`src/rtl/nibble_fifo.sv`:
```
// nibble_fifo: single-clock FIFO buffering nibbles from the upstream D register
// stage. Tracks occupancy, raises full/empty, and latches sticky error flags
// for writes into a full FIFO and reads from an empty one.
module nibble_fifo #(
    parameter int WIDTH = 4,
    parameter int DEPTH = 4,
    parameter int AW    = 2
) (
    input  logic             clc,
    input  logic             Res,
    input  logic             wr_en,
    input  logic [WIDTH-1:0] din,
    input  logic             rd_en,
    output logic [WIDTH-1:0] dout,
    output logic             dout_vld,
    output logic             full,
    output logic             empty,
    output logic [AW:0]      count,
    output logic             overflow,
    output logic             underflow
);

    localparam logic [AW:0]    DEPTH_C  = (AW+1)'(DEPTH);
    localparam logic [AW:0]    CNT_ZERO = {(AW+1){1'b0}};
    localparam logic [AW:0]    CNT_ONE  = (AW+1)'(1);
    localparam logic [AW-1:0]  PTR_ZERO = {AW{1'b0}};
    localparam logic [AW-1:0]  PTR_ONE  = AW'(1);
    localparam logic [WIDTH-1:0] DATA_ZERO = {WIDTH{1'b0}};

    logic [WIDTH-1:0] mem_r [DEPTH];
    logic [AW-1:0]    wr_ptr_r;
    logic [AW-1:0]    rd_ptr_r;
    logic [AW:0]      count_r;
    logic [AW:0]      count_nxt_s;
    logic             full_r;
    logic             empty_r;
    logic [WIDTH-1:0] dout_r;
    logic             dout_vld_r;
    logic             overflow_r;
    logic             underflow_r;
    logic             rd_acc_s;
    logic             wr_acc_s;
    logic             ovf_evt_s;
    logic             unf_evt_s;

    // Request acceptance, error events and next occupancy.
    // A write into a full FIFO is still accepted when a read frees a slot on the same edge.
    always_comb begin
        rd_acc_s    = 1'b0;
        wr_acc_s    = 1'b0;
        ovf_evt_s   = 1'b0;
        unf_evt_s   = 1'b0;
        count_nxt_s = count_r;
        rd_acc_s    = rd_en && (count_r != CNT_ZERO);
        wr_acc_s    = wr_en && ((count_r != DEPTH_C) || rd_acc_s);
        ovf_evt_s   = wr_en && !wr_acc_s;
        unf_evt_s   = rd_en && !rd_acc_s;
        case ({wr_acc_s, rd_acc_s})
            2'b10:   count_nxt_s = count_r + CNT_ONE;
            2'b01:   count_nxt_s = count_r - CNT_ONE;
            default: count_nxt_s = count_r;
        endcase
    end

    // Pointers, occupancy and the full/empty decodes, kept registered alongside count.
    always_ff @(posedge clc) begin
        if (!Res) begin
            wr_ptr_r <= PTR_ZERO;
            rd_ptr_r <= PTR_ZERO;
            count_r  <= CNT_ZERO;
            full_r   <= 1'b0;
            empty_r  <= 1'b1;
        end else begin
            if (wr_acc_s) begin
                wr_ptr_r <= wr_ptr_r + PTR_ONE;
            end
            if (rd_acc_s) begin
                rd_ptr_r <= rd_ptr_r + PTR_ONE;
            end
            count_r <= count_nxt_s;
            full_r  <= (count_nxt_s == DEPTH_C);
            empty_r <= (count_nxt_s == CNT_ZERO);
        end
    end

    // Storage array; a write is blocked while reset is asserted.
    always_ff @(posedge clc) begin
        if (Res && wr_acc_s) begin
            mem_r[wr_ptr_r] <= din;
        end
    end

    // Registered read data with a one-cycle valid pulse; dout holds between reads.
    always_ff @(posedge clc) begin
        if (!Res) begin
            dout_r     <= DATA_ZERO;
            dout_vld_r <= 1'b0;
        end else begin
            if (rd_acc_s) begin
                dout_r <= mem_r[rd_ptr_r];
            end
            dout_vld_r <= rd_acc_s;
        end
    end

    // Sticky error flags, cleared only by reset.
    always_ff @(posedge clc) begin
        if (!Res) begin
            overflow_r  <= 1'b0;
            underflow_r <= 1'b0;
        end else begin
            if (ovf_evt_s) begin
                overflow_r <= 1'b1;
            end
            if (unf_evt_s) begin
                underflow_r <= 1'b1;
            end
        end
    end

    assign dout      = dout_r;
    assign dout_vld  = dout_vld_r;
    assign full      = full_r;
    assign empty     = empty_r;
    assign count     = count_r;
    assign overflow  = overflow_r;
    assign underflow = underflow_r;

endmodule

```
`config.mk`:
```
export PLATFORM = sky130hd
export DESIGN_NAME = nibble_fifo
export DESIGN_NICKNAME = d
export VERILOG_FILES = /design/src/rtl/nibble_fifo.sv
export SDC_FILE = /design/constraint.sdc
export NUM_CORES = 1
export LEC_CHECK = 0
export ABC_AREA = 1
export BUFFER_PORTS_ARGS = -buffer_cell sky130_fd_sc_hd__buf_2
export CORE_ASPECT_RATIO = 0.8
export CORE_MARGIN = 10
export CORE_UTILIZATION = 59
export CTS_CLUSTER_DIAMETER = 200
export DETAILED_ROUTE_END_ITERATION = 7
export PLACE_DENSITY = 0.78
export SLEW_MARGIN = 20
export SYNTH_ARGS = -nofsm -noshare
export SYNTH_HDL_FRONTEND = slang
export SYNTH_SLANG_ARGS = --single-unit
```
`constraint.sdc`:
```
create_clock -name clc -period 4 [get_ports clc]
set_input_delay 0.6 -clock clc [delete_from_list [all_inputs] [get_ports clc]]
set_output_delay 0.6 -clock clc [all_outputs]
set_load 0.01 [all_outputs]
```
== Yosys cells after proc, flatten, opt, wreduce, memory -nomap -nowiden ==
Memory sizes are Yosys's and may differ from the RTL's. A register that Yosys moved wholly into a read port is not among the register bits.
Index checks and enable logic that the tools add are counted.

* Flip-flop bits (word level): 12
* Input port bits: 8
* Output and inout port bits: 12
* Latch bits: 0
* ROM bits: 0
* RAM bits: 16
* Memories kept: 1
* Word-level logic and storage cells: 31

* Bitwise gates (word level): 0
* Div/mod/pow operators: 0
* Multiply operators: 0
* Reduce and logical (&&, ||, !) cells: 11
* Shift-type cells: 0
* Add/subtract/negate cells: 4
* Order comparisons: 0
* Eq/ne operators: 4
* Mux-type cells: 3

{| class="wikitable"
|+ Memories
! memory !! words !! bits a word !! rd ports !! clocked after memory_dff !! wr ports !! line !! RTL
|-
| mem_r || 4 || 4 || 1 || 1 || 1 || 30 || <nowiki>logic [WIDTH-1:0] mem_r [DEPTH];</nowiki>
|}

{| class="wikitable"
|+ Operator list
! operator !! count
|-
| one-hot mux 3 bit (2 select lines) || 1
|-
| logical AND 1 bit || 5
|-
| adder 2 x 1 -> 2 bit (second input constant) || 2
|-
| adder 3 x 1 -> 3 bit (second input constant) || 1
|-
| == test 3 bit (second input constant) || 1
|-
| logical NOT 1 bit || 3
|-
| logical NOT 3 bit || 1
|-
| inequality test 3 bit (second input constant) || 1
|-
| nonzero test 3 bit || 1
|-
| subtractor 3 x 1 -> 3 bit (second input constant) || 1
|-
| == test 2 x 1 -> 1 bit (second input constant) || 1
|-
| == test 2 bit (second input constant) || 1
|-
| 2-to-1 mux 1 bit || 2
|-
| logical OR 1 bit || 1
|}

== Longest topological paths before layout ==
* Word-level depth: 7
* Mapped depth: 12
* Depth with buffers taken out: 12

== Worst setup path before layout ==
No wires, ideal clock.

* Path kind: input-to-reg
* Start: input port wr_en
* End: register empty_r, in the netlist empty
* Data required time: 3.877 ns
* Stages: 11
* Arrival time: 1.692 ns
* Path slack: 2.185 ns
* Library setup time: 0.123 ns
* Buffers on the path: 0
* Cell sequence: inv_1 nand3_1 fa_1 xor2_1 nand2_1 nand2_1 nand2_1 nand2_1 inv_1 nand2_1 nand2_1

* Cells in the longest elaborated chain, start to end: 4
* Elaborated cells between the ends (all ways): 5
* Classes of those cells: eq/ne (2); mux (1); reduce/logical (2)

{| class="wikitable"
|+ RTL lines
! item !! line !! RTL
|-
| start, declared || 11 || <nowiki>input logic wr_en,</nowiki>
|-
| logical AND 1 bit (*) || 55 || <nowiki>wr_acc_s = wr_en && ((count_r != DEPTH_C) || rd_acc_s);</nowiki>
|-
| == test 2 x 1 -> 1 bit / == test 2 bit (equally long branches) || 58 || <nowiki>case ({wr_acc_s, rd_acc_s})</nowiki>
|-
| one-hot mux 3 bit (2 select lines) (*) || 58 ||
|-
| logical NOT 3 bit (*) || 82 || <nowiki>empty_r <= (count_nxt_s == CNT_ZERO);</nowiki>
|-
| end signal, assigned || 82 ||
|-
| end, declared || 36 || <nowiki>logic empty_r;</nowiki>
|}

Mark *: on every way between the ends. The rest lies on a longest branch, timed or not.
A chain may end at the register's enable or synchronous reset.

== Worst setup path after layout ==
* Start: register count_r[2], in the netlist count[2]
* End: register full_r, in the netlist full

* Cells in the longest elaborated chain, start to end: 7
* Elaborated cells between the ends (all ways): 11
* Classes of those cells: add/sub (2); eq/ne (4); mux (1); reduce/logical (4)

{| class="wikitable"
|+ RTL lines
! item !! line !! RTL
|-
| start, declared || 33 || <nowiki>logic [AW:0] count_r;</nowiki>
|-
| start signal, assigned || 80 || <nowiki>count_r <= count_nxt_s;</nowiki>
|-
| nonzero test 3 bit || 54 || <nowiki>rd_acc_s = rd_en && (count_r != CNT_ZERO);</nowiki>
|-
| logical AND 1 bit || 54 ||
|-
| logical OR 1 bit || 55 ||
|-
| logical AND 1 bit || 55 ||
|-
| == test 2 x 1 -> 1 bit / == test 2 bit (equally long branches) || 58 ||
|-
| one-hot mux 3 bit (2 select lines) (*) || 58 ||
|-
| == test 3 bit (*) || 81 || <nowiki>full_r <= (count_nxt_s == DEPTH_C);</nowiki>
|-
| end signal, assigned || 81 ||
|-
| end, declared || 35 || <nowiki>logic full_r;</nowiki>
|}

Marks and branches as above.

==> summary.txt <==
Routing
  – Final ANT Viol Nets: 0
  – Final WL: 2599 um
  – Drt initial violations: 83
  – Vias post-DR: 970
  – Average wire per standard cell: 13.61 um
  – Vias/cell: 5.079
  – Drt first pass iters: 4
  – DRC: 0

Clock tree
  – Clock H-tree levels: 2
  – Sink Count: 32
  – Root buf cell: clkbuf_4
  – CTS tree: built
  – Clock tree buffer depth: 2
  – Post-CTS Resized: 0
  – CTS buffer count: 5
  – Clock latency on the worst-skew pair: 0.33 ns
  – Clk pin slew, worst setup/hold paths: 0.10 ns
  – Post-CTS Setup Inserts: 0
  – Hold buffer count at cts: 0

Floorplan
  – Die H: 62.93 um
  – Die Area: 4635 um2
  – Die width: 73.66 um
  – CORE AREA: 2177 um2
  – Rows: 15
  – Initial Util: 62.41%
  – I/O Pins: 20

Cells and area
  – N_diodes: 0
  – # nets final: 178
  – Most common cell after layout, fill and taps aside: nor2_1
  – Most frequent cells in the layout: 24 x nor2_1, 19 x buf_2, 18 x inv_1
  – Fillcell total: 176
  – Area Overhead vs Synth: 14.55%
  – Layout cells sized above 1: 24.70%

Setup path
  – Startpoint Class: register
  – CP Class: reg2reg
  – Critical Path End Type: register
  – Worst Path Arrival: 2.14 ns
  – Crit-path max FO: 4
  – R2R setup slack: 2.14 ns
  – Worst EP required: 4.28 ns

STA
  – Final setup vio count: 0
  – Setup ws final: 2.140 ns
  – RSZ-0062 raised after global routing: no
  – Final min period: 1.860 ns
  – Final hold violations: 0
  – Final cycle utilization of the critical path: 46.49%
  – Final Slew Violations: 0
  – Setup TNS: 0 ns
  – Worst relative slew slack: 76.54%
  – Fmax: 0.5378 GHz
  – Worst slew pin tran: 0.3506 ns
  – Final Skew: 0.006194 ns

Power and ir drop
  – Leak: 0.0006851 uW
  – Maximum vdd drop: 0.0005302 V
  – Pwr dens: 663.2 nW/um2

Yosys
  – Area leader, netlist: edfxtp_1
  – Synth top area cells: edfxtp_1 35%, dfxtp_1 24%, nor2_1 6.6%
  – Sequential area share after synthesis: 58.93%
  – Post-synth top area share: 35.36%
  – Post-Syn Area: 1359 um2
  – Mapped Cells: 141
  – Synth unique cells: 22
  – Mapped Avg Cell Area: 9.637 um2
  – YS warnings: 0
  – Post-synth net total: 154
  – FF+latch count, synth: 32

Global route
  – Largest net degree at the start of global routing: 14
  – Gr ovfl total: 0
  – First-pass GRT wire length: 4243 um
  – Antenna violations before repair: 0
  – Gr usage total: 11.73%
  – Vias in the first global route: 924

Place
  – Post-place setup slack: 1.922 ns
  – Quantity of I/O buffers inserted on ports: 19
  – Dpl hpwl: 1957 um
  – GP Congestion: 0.8875

Job
  – Max-cap violations: 0

Status
  – Status: finished, final reports clean

Hold path
  – Hold Crit Class: reg2reg
synth_stat cells, drive strengths merged:
cell type  count
o21a           1
dfxtp         16
a21oi          5
ha             4
clkbuf         1
nand3         10
inv           21
nor2          28
o21ai         15
edfxtp        16
fa             1
nand2         17
xor2           1
a31oi          4
buf            1
worst max-delay path: stages, from the launching register on:
cell	delay, ns
dfxtp_1	0.43
inv_2	0.08
nand2_2	0.11
nand3_1	0.15
fa_1	0.42
xor2_1	0.18
nand2_1	0.07
nand2_1	0.07
nand2_1	0.05
nand2_1	0.07
nand2_1	0.07
nor2_2	0.10
routing by layer:
layer / vias up / wire [um] / global-route usage [%]
met5: - / 0 / 0
met4: 0 / 38 / 4.884
met3: 4 / 193 / 6.032
met2: 25 / 1112 / 16.38
met1: 435 / 1255 / 14.65
li1: 506 / - / -
flip-flops by register name (all words and copies together) (netlist names):
| name | cells |
|---|---|
| dout_vld | 1 |
| rd_ptr_r | 2 |
| wr_ptr_r | 2 |
| full | 1 |
| count | 3 |
| mem_r | 16 |
| dout | 4 |
| empty | 1 |
| overflow | 1 |
| underflow | 1 |
metrics by stage:
step | hold WS (ns) | instances | utilization (%) | power, uW | area, um2
after global placement | 0.4369 | 183 | 67.82 | 786.0 | 1476
after CTS | 0.4637 | 191 | 71.49 | 1041 | 1556
after detailed placement | 0.4495 | 183 | 67.82 | 798.8 | 1476
final | 0.4620 | 191 | 71.49 | 1032 | 1556
after global routing | 0.4648 | 191 | 71.49 | 1115 | 1556
after floorplan | 0.4740 | 141 | - | 700.9 | 1359
cell families (layout without fill, tap and decap cells):
group | after synthesis | in the layout | share of synthesized area (%)
AND/OR/NAND/NOR | 55 | 55 | 19.06
flip-flops | 32 | 32 | 58.93
AO/OA/AOI/OAI | 25 | 25 | 9.760
buffers and inverters | 23 | 48 | 6.445
adder cells (fa/ha/maj) | 5 | 5 | 5.157
XOR/XNOR | 1 | 1 | 0.6447
area by class of cell:
class                      instances  area, um2  area share (%)
clock buffer                       5      37.54           2.412
clock inverter                     3      42.54           2.733
inverter                          21      78.83           5.064
multi-input combinational         86      470.5           30.23
sequential                        32      800.8           51.45
tap                               25      31.28           2.010
timing repair buffer              19      95.09           6.109
worst paths after layout:
path | start | endpoint | cells past startpoint
max | count[2]$_SDFF_PN0_ | full$_SDFF_PN0_ | 11
min | underflow$_SDFFE_PN0P_ | underflow$_SDFFE_PN0P_ | 2
max reg2reg | count[2]$_SDFF_PN0_ | full$_SDFF_PN0_ | 11
min reg2reg | underflow$_SDFFE_PN0P_ | underflow$_SDFFE_PN0P_ | 2
report_power, final:
part           internal, uW  total (uW)  leakage, uW  switching (uW)
sequential              402         443     0.000277            41.2
clock                   130         243    0.0000412             113
combinational           125         347     0.000367             222
Note: power is estimated with default switching activity, not from simulation.
